`src/rtl/handshake_rx_arbiter_if.sv`:
```
// Bundle between the sender array, the arbiter and the single four-phase receiver.
// The slave modport is the arbiter's view; master is the surrounding environment.
interface handshake_rx_arbiter_if #(
  parameter int NUM_SENDERS = 4,
  parameter int DATA_WIDTH  = 8,
  parameter int CNT_WIDTH   = 16
);
  localparam int ID_WIDTH = $clog2(NUM_SENDERS);

  logic [NUM_SENDERS-1:0]            sender_req;
  logic [NUM_SENDERS*DATA_WIDTH-1:0] sender_data;
  logic [NUM_SENDERS-1:0]            sender_ack;
  logic                              rx_enable;
  logic                              rx_ack;
  logic                              rx_req;
  logic [DATA_WIDTH-1:0]             rx_data;
  logic [ID_WIDTH-1:0]               grant_id;
  logic                              busy;
  logic [CNT_WIDTH-1:0]              xfer_count;

  modport master (
    output sender_req, sender_data, rx_enable, rx_ack,
    input  sender_ack, rx_req, rx_data, grant_id, busy, xfer_count
  );

  modport slave (
    input  sender_req, sender_data, rx_enable, rx_ack,
    output sender_ack, rx_req, rx_data, grant_id, busy, xfer_count
  );
endinterface

```
`src/rtl/handshake_rx_arbiter.sv`:
```
// Round-robin arbiter sharing one four-phase req/ack receiver among several senders.
// Latches the winner's data at grant and relays the handshake until release.
module handshake_rx_arbiter #(
  parameter int NUM_SENDERS = 4,
  parameter int DATA_WIDTH  = 8,
  parameter int CNT_WIDTH   = 16
) (
  input  logic clk,
  input  logic reset,
  handshake_rx_arbiter_if.slave bus
);
  localparam int ID_WIDTH = $clog2(NUM_SENDERS);

  localparam logic [1:0] ST_IDLE    = 2'd0;
  localparam logic [1:0] ST_REQ     = 2'd1;
  localparam logic [1:0] ST_ACK_UP  = 2'd2;
  localparam logic [1:0] ST_RELEASE = 2'd3;

  logic [1:0]             state_reg;
  logic [NUM_SENDERS-1:0] sender_ack_reg;
  logic                   rx_req_reg;
  logic [DATA_WIDTH-1:0]  rx_data_reg;
  logic [ID_WIDTH-1:0]    grant_id_reg;
  logic                   busy_reg;
  logic [CNT_WIDTH-1:0]   xfer_count_reg;
  logic [ID_WIDTH-1:0]    last_grant_reg;

  logic [ID_WIDTH-1:0]    winner;
  logic                   found;
  logic [DATA_WIDTH-1:0]  data_arr [NUM_SENDERS];

  for (genvar gi = 0; gi < NUM_SENDERS; gi++) begin : g_data
    assign data_arr[gi] = bus.sender_data[gi*DATA_WIDTH +: DATA_WIDTH];
  end

  // Scan from last_grant+N down to last_grant+1 so the nearest requester
  // after the previous winner is the one left standing.
  always_comb begin
    winner = last_grant_reg;
    found  = 1'b0;
    for (int k = NUM_SENDERS; k >= 1; k--) begin
      if (bus.sender_req[ID_WIDTH'((int'(last_grant_reg) + k) % NUM_SENDERS)]) begin
        winner = ID_WIDTH'((int'(last_grant_reg) + k) % NUM_SENDERS);
        found  = 1'b1;
      end
    end
  end

  always_ff @(posedge clk or posedge reset) begin
    if (reset) begin
      state_reg      <= ST_IDLE;
      sender_ack_reg <= '0;
      rx_req_reg     <= 1'b0;
      rx_data_reg    <= '0;
      grant_id_reg   <= '0;
      busy_reg       <= 1'b0;
      xfer_count_reg <= '0;
      last_grant_reg <= ID_WIDTH'(NUM_SENDERS - 1);
    end else begin
      case (state_reg)
        ST_IDLE: begin
          if (bus.rx_enable && !bus.rx_ack && found) begin
            grant_id_reg <= winner;
            rx_data_reg  <= data_arr[winner];
            rx_req_reg   <= 1'b1;
            busy_reg     <= 1'b1;
            state_reg    <= ST_REQ;
          end
        end
        ST_REQ: begin
          if (bus.rx_ack) begin
            sender_ack_reg <= NUM_SENDERS'(1) << grant_id_reg;
            state_reg      <= ST_ACK_UP;
          end
        end
        ST_ACK_UP: begin
          if (!bus.sender_req[grant_id_reg]) begin
            rx_req_reg <= 1'b0;
            state_reg  <= ST_RELEASE;
          end
        end
        ST_RELEASE: begin
          if (!bus.rx_ack) begin
            sender_ack_reg <= '0;
            last_grant_reg <= grant_id_reg;
            xfer_count_reg <= xfer_count_reg + CNT_WIDTH'(1);
            busy_reg       <= 1'b0;
            state_reg      <= ST_IDLE;
          end
        end
        default: begin
          sender_ack_reg <= '0;
          rx_req_reg     <= 1'b0;
          busy_reg       <= 1'b0;
          state_reg      <= ST_IDLE;
        end
      endcase
    end
  end

  assign bus.sender_ack = sender_ack_reg;
  assign bus.rx_req     = rx_req_reg;
  assign bus.rx_data    = rx_data_reg;
  assign bus.grant_id   = grant_id_reg;
  assign bus.busy       = busy_reg;
  assign bus.xfer_count = xfer_count_reg;
endmodule

```
`src/flat_wrapper.sv`:
```
// flat-port wrapper written by rule: the top's interface ports become plain ports
module handshake_rx_arbiter_flat 
#(
  parameter int NUM_SENDERS = 4,
  parameter int DATA_WIDTH  = 8,
  parameter int CNT_WIDTH   = 16
)
  (clk, reset, bus_sender_req, bus_sender_data, bus_rx_enable, bus_rx_ack, bus_sender_ack, bus_rx_req, bus_rx_data, bus_grant_id, bus_busy, bus_xfer_count);
  handshake_rx_arbiter_if #(.NUM_SENDERS(NUM_SENDERS), .DATA_WIDTH(DATA_WIDTH), .CNT_WIDTH(CNT_WIDTH)) bus_i ();
  input  logic clk;
  input  logic reset;
  input wire logic [$bits(bus_i.sender_req)-1:0] bus_sender_req;
  input wire logic [$bits(bus_i.sender_data)-1:0] bus_sender_data;
  input wire logic [$bits(bus_i.rx_enable)-1:0] bus_rx_enable;
  input wire logic [$bits(bus_i.rx_ack)-1:0] bus_rx_ack;
  output wire logic [$bits(bus_i.sender_ack)-1:0] bus_sender_ack;
  output wire logic [$bits(bus_i.rx_req)-1:0] bus_rx_req;
  output wire logic [$bits(bus_i.rx_data)-1:0] bus_rx_data;
  output wire logic [$bits(bus_i.grant_id)-1:0] bus_grant_id;
  output wire logic [$bits(bus_i.busy)-1:0] bus_busy;
  output wire logic [$bits(bus_i.xfer_count)-1:0] bus_xfer_count;
  assign bus_i.sender_req = bus_sender_req;
  assign bus_i.sender_data = bus_sender_data;
  assign bus_i.rx_enable = bus_rx_enable;
  assign bus_i.rx_ack = bus_rx_ack;
  assign bus_sender_ack = bus_i.sender_ack;
  assign bus_rx_req = bus_i.rx_req;
  assign bus_rx_data = bus_i.rx_data;
  assign bus_grant_id = bus_i.grant_id;
  assign bus_busy = bus_i.busy;
  assign bus_xfer_count = bus_i.xfer_count;
  handshake_rx_arbiter #(.NUM_SENDERS(NUM_SENDERS), .DATA_WIDTH(DATA_WIDTH), .CNT_WIDTH(CNT_WIDTH)) u_core (.clk(clk), .reset(reset), .bus(bus_i));
endmodule
```
`config.mk`:
```
export PLATFORM = sky130hd
export DESIGN_NAME = handshake_rx_arbiter_flat
export DESIGN_NICKNAME = d
export VERILOG_FILES = /design/src/rtl/handshake_rx_arbiter_if.sv /design/src/rtl/handshake_rx_arbiter.sv /design/src/flat_wrapper.sv
export SDC_FILE = /design/constraint.sdc
export NUM_CORES = 1
export LEC_CHECK = 0
export CELL_PAD_IN_SITES_DETAIL_PLACEMENT = 0
export CELL_PAD_IN_SITES_GLOBAL_PLACEMENT = 1
export CORE_MARGIN = 5
export CORE_UTILIZATION = 36
export CTS_CLUSTER_DIAMETER = 50
export DETAILED_ROUTE_END_ITERATION = 12
export PLACE_DENSITY = 0.95
export SLEW_MARGIN = 40
export SYNTH_ARGS = -nofsm -noshare
export SYNTH_HDL_FRONTEND = slang
export SYNTH_SLANG_ARGS = --single-unit
```
`constraint.sdc`:
```
create_clock -name clk -period 3.6 [get_ports clk]
set_clock_uncertainty 0.1 [all_clocks]
set_input_delay 0.72 -clock clk [delete_from_list [all_inputs] [get_ports clk]]
set_output_delay 0.72 -clock clk [all_outputs]
set_load 0.03 [all_outputs]
```
==> metrics, run 1 <==
status finished clean; Setup Crit Path Kind in2reg; post-place setup slack 0.830 ns; filler instances 473; Wirelength per Cell 13.8 um; Slew Viols, Final 0; Synth area leaders dfrtp_1 (44%), mux2i_1 (8.3%), xnor2_1 (4.5%), nand2_1 (4.5%), ha_1 (3.9%); Ys Warns 0; die height 83.1 um; pwr dens 713 nW/um2; Worst EP arrival 2.59 ns; RR Startpoint u_core.state_reg[1]$_DFFE_PP0P_; row cnt 26; Nets 301; critical path endpoint category flip-flop; hold path cells 1; hold-fix buffers at CTS 0; first-pass GRT wire length 7670 um; initial antenna violation count 0; final std cells w/o fill 326; Via density 4.92; Synth Flop Type dfrtp_1; Routed Antenna Nets 0; fin crit share 0.687; Vias 1,605; Worst-path clk slew 0.08 ns; CTS H-Tree Depth 2; Total GRT Usage 0.133; Post-Syn Nets 230; peak supply drop 0.000314 V; simple-gate share of the synthesized area 0.133; postcts setup bufs 0; Post-Synth Adder-Cell Area 0.0390; Setup Viol. Count Final 0; Worst Hold End u_core.bus.xfer_count[15]$_DFFE_PP0P_; CTS max path bufs 2; max-cap violations 0; worst-skew pair later-pin latency 0.28 ns; Area Growth Syn to Fin 44.8%; Sequential Power Share 0.335; Final Instance Area 2790 um2; Hold Path Origin u_core.bus.xfer_count[15]$_DFFE_PP0P_; EDFF count, synth 0; Hold Fails Final Rpt 0; vias in the first global route 1,671; Req. time, crit path 3.72 ns; r2r endpoint u_core.bus.xfer_count[15]$_DFFE_PP0P_; IO buf count 71; largest family of logic cells by synthesized area simple AND/OR/NAND/NOR gates; Netlist cell types 36; multi-input logic area 935 um2; logic gate share of total power 0.485; xor/xnor cell area share of the yosys netlist 0.0682; internal power 1.19 mW; DP HPWL 3350 um; Clock Sinks 36; RePlAce Congestion 0.799; share of cells above drive strength 1 0.0703; worst hold slack 0.375 ns; post-CTS sizing 0; GR Overflow Total 0; Die X-Extent 83.1 um; setup ws final 1.13 ns; synthesized flop and latch total 36; Worst Hold Class reg2reg; synthesized area 1930 um2; top cell type's share of synthesized area 0.442; drt total wl 4490 um; dpl cells 318; DR iter-0 viols 77; Slew @ Worst Pin 0.519 ns; core footprint 5140 um2; Die ar. 6910 um2; CTS Buf Count 5; Sw Ratio 0.402; P_sw 799 uW; fmax 405 MHz; RSZ-0062 raised after global routing false; TritonCTS clock tree done; Initial Util 0.375; # DRC 0; final design utilization 0.543; worst-path maximum fanout 10; Avg Inst Size Synth 10.5 um2; startpoint types input pin; max reg flops 16; Pre-antenna DRT Iters 4; async set-or-reset flop fraction in the synthesized netlist 1.00; pin count of the biggest net entering global routing 37; total negative slack 0 ns; n_diodes 0; Final min period 2.47 ns; Rel. slew slack 0.651; R2R depth 6; post-synth top area cell dfrtp_1; dpl cell area 2680 um2; mux cell area share after synthesis 0.126; Cells after Synth 184; CTS Root Cell clkbuf_8; compound-cell area share of the yosys netlist 0.119; register area share after synthesis 0.469; Pwr Total 1.99 mW; Sequential cell area 903 um2; Ports 72; flop-to-flop setup slack 1.42 ns; clock power share 0.181; Pleak 1.20 nW
## power groups by stage
stage | Combinational, mW | Clock (mW) | Sequential [mW]
finish | 0.963 | 0.359 | 0.665
global route | 1.06 | 0.382 | 0.684
CTS | 0.976 | 0.369 | 0.668
detailed placement | 0.974 | 0 | 0.672
global placement | 0.953 | 0 | 0.670
floorplan | 0.477 | 0 | 0.841
## how the worst max path moves through the flow
stage,to,cells after the start,startpoint
2_1_floorplan,u_core.bus.rx_data[0]$_DFFE_PP0P_,6,bus_sender_req[1]
3_3_place_gp,u_core.bus.rx_data[2]$_DFFE_PP0P_,6,bus_sender_req[3]
3_5_place_dp,u_core.bus.xfer_count[15]$_DFFE_PP0P_,6,bus_rx_ack
4_1_cts,u_core.bus.xfer_count[15]$_DFFE_PP0P_,6,bus_rx_ack
5_1_grt,u_core.bus.xfer_count[13]$_DFFE_PP0P_,6,bus_rx_ack
6_report,u_core.bus.xfer_count[15]$_DFFE_PP0P_,6,bus_rx_ack
## cell usage after synthesis, types with 2 or more instances
cell type   n
nor2_1     10
a21oi_1     7
and2_1      2
clkbuf_1    6
nor3_1      2
o21ai_0    12
mux2_2      3
dfstp_2     2
nand2b_1    2
o221ai_1    7
xor2_1      5
a221oi_1    3
mux2i_1    16
ha_1        6
and3_1      3
inv_1       7
xnor2_1    10
nand3_1     4
dfrtp_1    34
nand4_1     3
nand2_1    23
nor4_1      2
nor2b_1     2
## final cells by class
class                           instances  share of cell area
Clock buffer                            5              0.0247
Clock inverter                          3              0.0153
Inverter                                7             0.00942
Multi-Input combinational cell        132               0.335
Sequential cell                        36               0.324
Tap cell                               70              0.0314
Timing Repair Buffer                   73               0.260
## metal layers
| metal | part of all wire | track usage | vias to the layer above | wire length [um] |
|---|---|---|---|---|
| li1 | - | - | 792 | - |
| met1 | 0.43 | 0.156 | 760 | 1920 |
| met2 | 0.49 | 0.231 | 51 | 2210 |
| met3 | 0.076 | 0.0436 | 2 | 340 |
| met4 | 0.0042 | 0.0401 | 0 | 19 |
| met5 | 0 | 0 | - | 0 |
## critical path: stages
cell and delay [ns]:
clkdlybuf4s50_1 0.57, nand3b_1 0.28, nor3_1 0.48, nand3_1 0.23, nor2_1 0.16, xor2_1 0.14
## cells in the final DEF, fill, tap and decap left out, drive strengths merged, types with 2 or more instances in the layout
cell,Yosys,routed
mux2,5,5
inv,7,7
mux2i,16,16
clkdlybuf4s50,0,71
nor3,2,2
a221oi,3,3
nor4,2,2
dfrtp,34,34
and2,2,2
dfstp,2,2
nor2b,2,2
xnor2,10,10
nand2,23,23
buf,3,2
clkbuf,6,5
nand3,4,4
nor2,10,10
o21ai,12,12
xor2,5,5
nand2b,2,2
and3,3,3
ha,6,6
o221ai,8,8
a21oi,7,7
nand4,3,3
## logic make-up after synthesis
group | Yosys count
xor gates and xnor gates | 15
muxes | 22
DFF | 36
buffers and inverters | 16
and+or+nand+nor | 55
adders and majority gates | 6
AOI/OAI and AO/OA | 34
Note: power is estimated with default switching activity, not from simulation.
==> run 2, diff against run 1 <==
--- a/config.mk
+++ b/config.mk
@@ -8,10 +8,10 @@
 export CELL_PAD_IN_SITES_DETAIL_PLACEMENT = 0
 export CELL_PAD_IN_SITES_GLOBAL_PLACEMENT = 1
 export CORE_MARGIN = 5
-export CORE_UTILIZATION = 36
+export CORE_UTILIZATION = 33
 export CTS_CLUSTER_DIAMETER = 50
 export DETAILED_ROUTE_END_ITERATION = 12
-export PLACE_DENSITY = 0.95
+export PLACE_DENSITY = 0.9
 export SLEW_MARGIN = 40
 export SYNTH_ARGS = -nofsm -noshare
 export SYNTH_HDL_FRONTEND = slang
==> constraint.sdc (replaced) <==
create_clock -name clk -period 2.5 [get_ports clk]
set_clock_uncertainty 0.1 [all_clocks]
set_input_delay 0.5 -clock clk [delete_from_list [all_inputs] [get_ports clk]]
set_output_delay 0.5 -clock clk [all_outputs]
set_load 0.03 [all_outputs]
==> metrics, run 2 (synthesized netlist as in run 1, its figures left out) <==
status finished clean; Hold Fails Final Rpt 0 (unchanged); startpoint types input pin; Final min period 2.18 ns; dpl cell area 2730 um2 (+2.0%); die height 86.4 um (+3.9%); CTS Buf Count 5 (unchanged); Final Instance Area 2820 um2 (+1.2%); multi-input logic area 935 um2 (unchanged); Wirelength per Cell 14.2 um (+3.1%); GR Overflow Total 0 (unchanged); max reg flops 16 (unchanged); Critical-path top delay cell clkdlybuf4s50_1; Ports 72 (unchanged); RePlAce Congestion 0.743 (-7.0%); Setup Viol. Count Final 0 (unchanged); commonest non-fill, non-tap cell in the layout clkdlybuf4s50_1; CTS max path bufs 2 (unchanged); Total GRT Usage 0.129 (-0.00414); drt total wl 4730 um (+5.3%); post-place setup slack 0.0161 ns (-0.814 ns); Pleak 1.23 nW (+2.2%); Area Growth Syn to Fin 46.6%; DP HPWL 3710 um (+11%); worst-path maximum fanout 17 (+7); row cnt 27 (+3.8%); crit-path leading delay family buffers and inverters; Rel. slew slack 0.622 (-0.0287); IO buf count 71 (unchanged); Via density 4.97 (+0.89%); Setup Crit Path Kind in2reg; filler instances 509 (+7.6%); dpl cells 325 (+2.2%); final std cells w/o fill 333 (+2.1%); CTS Root Cell clkbuf_8; worst hold slack 0.374 ns (-0.00141 ns); Slew Viols, Final 0 (unchanged); Nets 306 (+1.7%); Slew @ Worst Pin 0.566 ns (+0.0465 ns); share of cells above drive strength 1 0.0881 (+0.0178); fin crit share 0.870; Die ar. 7460 um2 (+8.0%); Clock Sinks 36 (unchanged); initial antenna violation count 0 (unchanged); Req. time, crit path 2.55 ns (-1.17 ns); max-cap violations 0 (unchanged); CTS H-Tree Depth 2 (unchanged); Bufs and invs on worst path 2 (+1); pin count of the biggest net entering global routing 25 (-32%); post-CTS sizing 0 (unchanged); n_diodes 0 (unchanged); worst-skew pair later-pin latency 0.29 ns (about the same); # DRC 0 (unchanged); Worst Hold Class reg2reg; setup ws final 0.325 ns (-0.804 ns); Sequential cell area 903 um2 (unchanged); peak supply drop 0.000572 V (+82%); core footprint 5570 um2 (+8.4%); RSZ-0062 raised after global routing false; Worst-path clk slew 0.08 ns (about the same); Vias 1,654 (+3.1%); vias in the first global route 1,660 (-0.66%); crit path cell chain clkdlybuf4s50_1 -> mux2_4 -> a222oi_1 -> buf_4 -> mux2i_1 -> o221ai_1; critical path endpoint category flip-flop; hold-fix buffers at CTS 0 (unchanged); DR iter-0 viols 65 (-16%); Initial Util 0.345 (-0.0292); total negative slack 0 ns (unchanged); Pre-antenna DRT Iters 4 (unchanged); Worst EP arrival 2.23 ns (-0.36 ns); first-pass GRT wire length 7760 um (+1.1%); Die X-Extent 86.4 um (+3.9%); Routed Antenna Nets 0 (unchanged); TritonCTS clock tree done; slowest cell delay on critical path 0.48 ns (-0.09 ns); postcts setup bufs 0 (unchanged); most frequent cells in the layout clkdlybuf4s50_1 (71), dfrtp_1 (34), nand2_1 (23); fmax 460 MHz; pwr dens 991 nW/um2 (+39%)
run 2: cell count changes in the layout (fill, tap and decap cells not counted), sizes merged:
cell      change
bufinv        -1
clkinvlp      -1
buf           +5
clkinv        +1
clkbuf        +1
run 2: layout make-up:
class                      count  share of cell area
inverter                       7             0.00931
clock buffer                   6              0.0293
tap                           72              0.0319
sequential                    36               0.320
multi-input combinational    132               0.331
timing repair buffer          78               0.275
clock inverter                 2             0.00355
run 2: per-stage QoR:
stage,utilization,power [mW]
after global routing,0.506,2.98
final,0.506,2.80
after detailed placement,0.490,2.39
after CTS,0.506,2.83
after floorplan,-,1.90
after global placement,0.490,2.35
run 2: routing by layer:
metal,wire (um),share of wire,vias up,GRT usage
li1,-,-,803,-
met3,354,0.075,5,0.0409
met1,1910,0.40,794,0.151
met5,0,0,-,0
met4,34,0.0072,0,0.0340
met2,2430,0.51,52,0.227
run 2: final timing paths:
path,depth (start not counted),start,endpoint,slack (ns)
setup / recovery,6,bus_sender_req[1],u_core.bus.rx_data[2]$_DFFE_PP0P_,0.32
hold / removal,1,u_core.bus.xfer_count[15]$_DFFE_PP0P_,u_core.bus.xfer_count[15]$_DFFE_PP0P_,0.37
setup reg to reg,5,u_core.last_grant_reg[1]$_DFFE_PP1P_,u_core.bus.rx_data[2]$_DFFE_PP0P_,0.39
hold reg to reg,1,u_core.bus.xfer_count[15]$_DFFE_PP0P_,u_core.bus.xfer_count[15]$_DFFE_PP0P_,0.37
max in group asynchronous,3,reset,u_core.bus.xfer_count[2]$_DFFE_PP0P_,1.31
min in group asynchronous,2,reset,u_core.bus.rx_data[7]$_DFFE_PP0P_,0.47
run 2: report_power, final:
part	total [mW]	internal [mW]	switching (mW)	leakage (nW)
registers	0.958	0.776	0.181	0.458
clock network	0.429	0.220	0.209	0.0510
logic	1.41	0.659	0.750	0.721
==> run 3, diff against run 2 <==
--- a/config.mk
+++ b/config.mk
@@ -7,7 +7,7 @@
 export LEC_CHECK = 0
 export CELL_PAD_IN_SITES_DETAIL_PLACEMENT = 0
 export CELL_PAD_IN_SITES_GLOBAL_PLACEMENT = 1
-export CORE_MARGIN = 5
+export CORE_MARGIN = 4
 export CORE_UTILIZATION = 33
 export CTS_CLUSTER_DIAMETER = 50
 export DETAILED_ROUTE_END_ITERATION = 12
==> metrics, run 3 (synthesized netlist as in run 1, its figures left out) <==
Die X-Extent 84.4 um (-2.3%); Slew Viols, Final 0 (unchanged); most frequent cells in the layout clkdlybuf4s50_1 (71), dfrtp_1 (34), nand2_1 (23); CTS Buf Count 5 (unchanged); hold path cells 1 (unchanged); RePlAce Congestion 0.791 (+6.5%); Nets 305 (-0.33%); critical path endpoint category flip-flop; r2r endpoint u_core.bus.rx_data[0]$_DFFE_PP0P_; core footprint 5570 um2 (unchanged); Hold Fails Final Rpt 0 (unchanged); Vias 1,658 (+0.24%); post-CTS sizing 0 (unchanged); postcts setup bufs 0 (unchanged); flop-to-flop setup slack 0.36 ns (-0.03 ns); Req. time, crit path 2.55 ns (about the same); Worst Hold Class reg2reg; vias in the first global route 1,640 (-1.2%); final design utilization 0.506 (-0.000673); Initial Util 0.345 (unchanged); worst-skew pair later-pin latency 0.28 ns (about the same); drt total wl 4510 um (-4.7%); pin count of the biggest net entering global routing 25 (unchanged); status finished clean; fmax 449 MHz (-2.4%); max reg flops 16 (unchanged); CTS H-Tree Depth 2 (unchanged); Setup Crit Path Kind in2reg; die height 84.4 um (-2.3%); Slew @ Worst Pin 0.567 ns (+0.00167 ns); Clock Sinks 36 (unchanged); R2R depth 5 (unchanged); Worst Hold End u_core.bus.xfer_count[15]$_DFFE_PP0P_; Total GRT Usage 0.127 (-0.00185); CTS max path bufs 2 (unchanged); Ports 72 (unchanged); fin crit share 0.892 (+0.0216); Area Growth Syn to Fin 46.4%; max-cap violations 0 (unchanged); Pre-antenna DRT Iters 4 (unchanged); Routed Antenna Nets 0 (unchanged); Hold Path Origin u_core.bus.xfer_count[15]$_DFFE_PP0P_; pwr dens 993 nW/um2 (+0.23%); dpl cell area 2720 um2 (-0.28%); peak supply drop 0.000530 V (-7.3%); commonest non-fill, non-tap cell in the layout clkdlybuf4s50_1; share of cells above drive strength 1 0.0846 (-0.00351); IO buf count 71 (unchanged); DP HPWL 3460 um (-6.7%); Final Instance Area 2820 um2 (-0.13%); Pleak 1.23 nW (-0.34%); Wirelength per Cell 13.6 um (-4.4%); total negative slack 0 ns (unchanged); RSZ-0062 raised after global routing false; hold-fix buffers at CTS 0 (unchanged); row cnt 27 (unchanged); worst hold slack 0.375 ns (+0.00149 ns); n_diodes 0 (unchanged); DR iter-0 viols 54 (-17%); Final min period 2.23 ns (+0.0539 ns); CTS Root Cell clkbuf_8; RR Startpoint u_core.last_grant_reg[1]$_DFFE_PP1P_; TritonCTS clock tree done; GR Overflow Total 0 (unchanged); initial antenna violation count 0 (unchanged); # DRC 0 (unchanged); startpoint types input pin; first-pass GRT wire length 7490 um (-3.5%); Setup Viol. Count Final 0 (unchanged); Worst-path clk slew 0.08 ns (about the same); worst-path maximum fanout 17 (unchanged); Worst EP arrival 2.28 ns (+0.05 ns); Via density 4.99 (+0.54%); Rel. slew slack 0.621 (-0.00111); Die ar. 7120 um2 (-4.6%)
[run 3: changes by cell type in the layout (fill, tap and decap cells not counted)]
cell	before	now
inv_6	0	1
buf_4	6	5
clkinv_2	2	1
[run 3: power by group]
group	switching [mW]	internal (mW)	total [mW]	leakage, nW
Sequential	0.180	0.776	0.956	0.458
Clock	0.213	0.225	0.439	0.0516
Combinational	0.747	0.657	1.40	0.716
Total	1.14	1.66	2.80	1.23
[run 3: worst max-delay path: stages]
cell	delay (ns)
clkdlybuf4s50_1	0.50
mux2_4	0.30
a222oi_1	0.24
buf_4	0.34
mux2i_1	0.28
o221ai_2	0.11
[run 3: worst max path at each step]
| stage | start | slack, ns | cells after the start | end |
|---|---|---|---|---|
| 2_1_floorplan | u_core.last_grant_reg[1]$_DFFE_PP1P_ | 0.46 | 7 | u_core.bus.rx_data[0]$_DFFE_PP0P_ |
| 3_3_place_gp | bus_sender_req[3] | 0.05 | 6 | u_core.bus.rx_data[3]$_DFFE_PP0P_ |
| 3_5_place_dp | bus_sender_req[3] | 0.01 | 6 | u_core.bus.rx_data[0]$_DFFE_PP0P_ |
| 4_1_cts | bus_sender_req[3] | 0.29 | 6 | u_core.bus.rx_data[0]$_DFFE_PP0P_ |
| 5_1_grt | bus_sender_req[1] | 0.17 | 6 | u_core.bus.rx_data[7]$_DFFE_PP0P_ |
| 6_report | bus_sender_req[3] | 0.27 | 6 | u_core.bus.rx_data[0]$_DFFE_PP0P_ |
[run 3: layout make-up]
class / count / area [um2]
clock inverter: 2 / 13.8
timing repair buffer: 77 / 768
sequential: 36 / 903
clock buffer: 6 / 82.6
tap: 72 / 90.1
multi-input combinational: 132 / 935
fill: 529 / 2760
inverter: 7 / 26.3
[run 3: routing by layer]
layer / global-route usage / vias to the layer above / routed length (um)
met5: 0 / - / 0
met4: 0.0302 / 0 / 36
met3: 0.0520 / 5 / 433
met2: 0.219 / 59 / 2110
met1: 0.148 / 786 / 1930
li1: - / 808 / -
[run 3: through the flow]
step	power [mW]	worst slack [ns]	std cells
6_report	2.80	0.271	332
4_1_cts	2.84	0.294	332
3_5_place_dp	2.39	0.00960	324
5_1_grt	3.00	0.167	332
2_1_floorplan	1.90	0.457	184
3_3_place_gp	2.35	0.0463	324
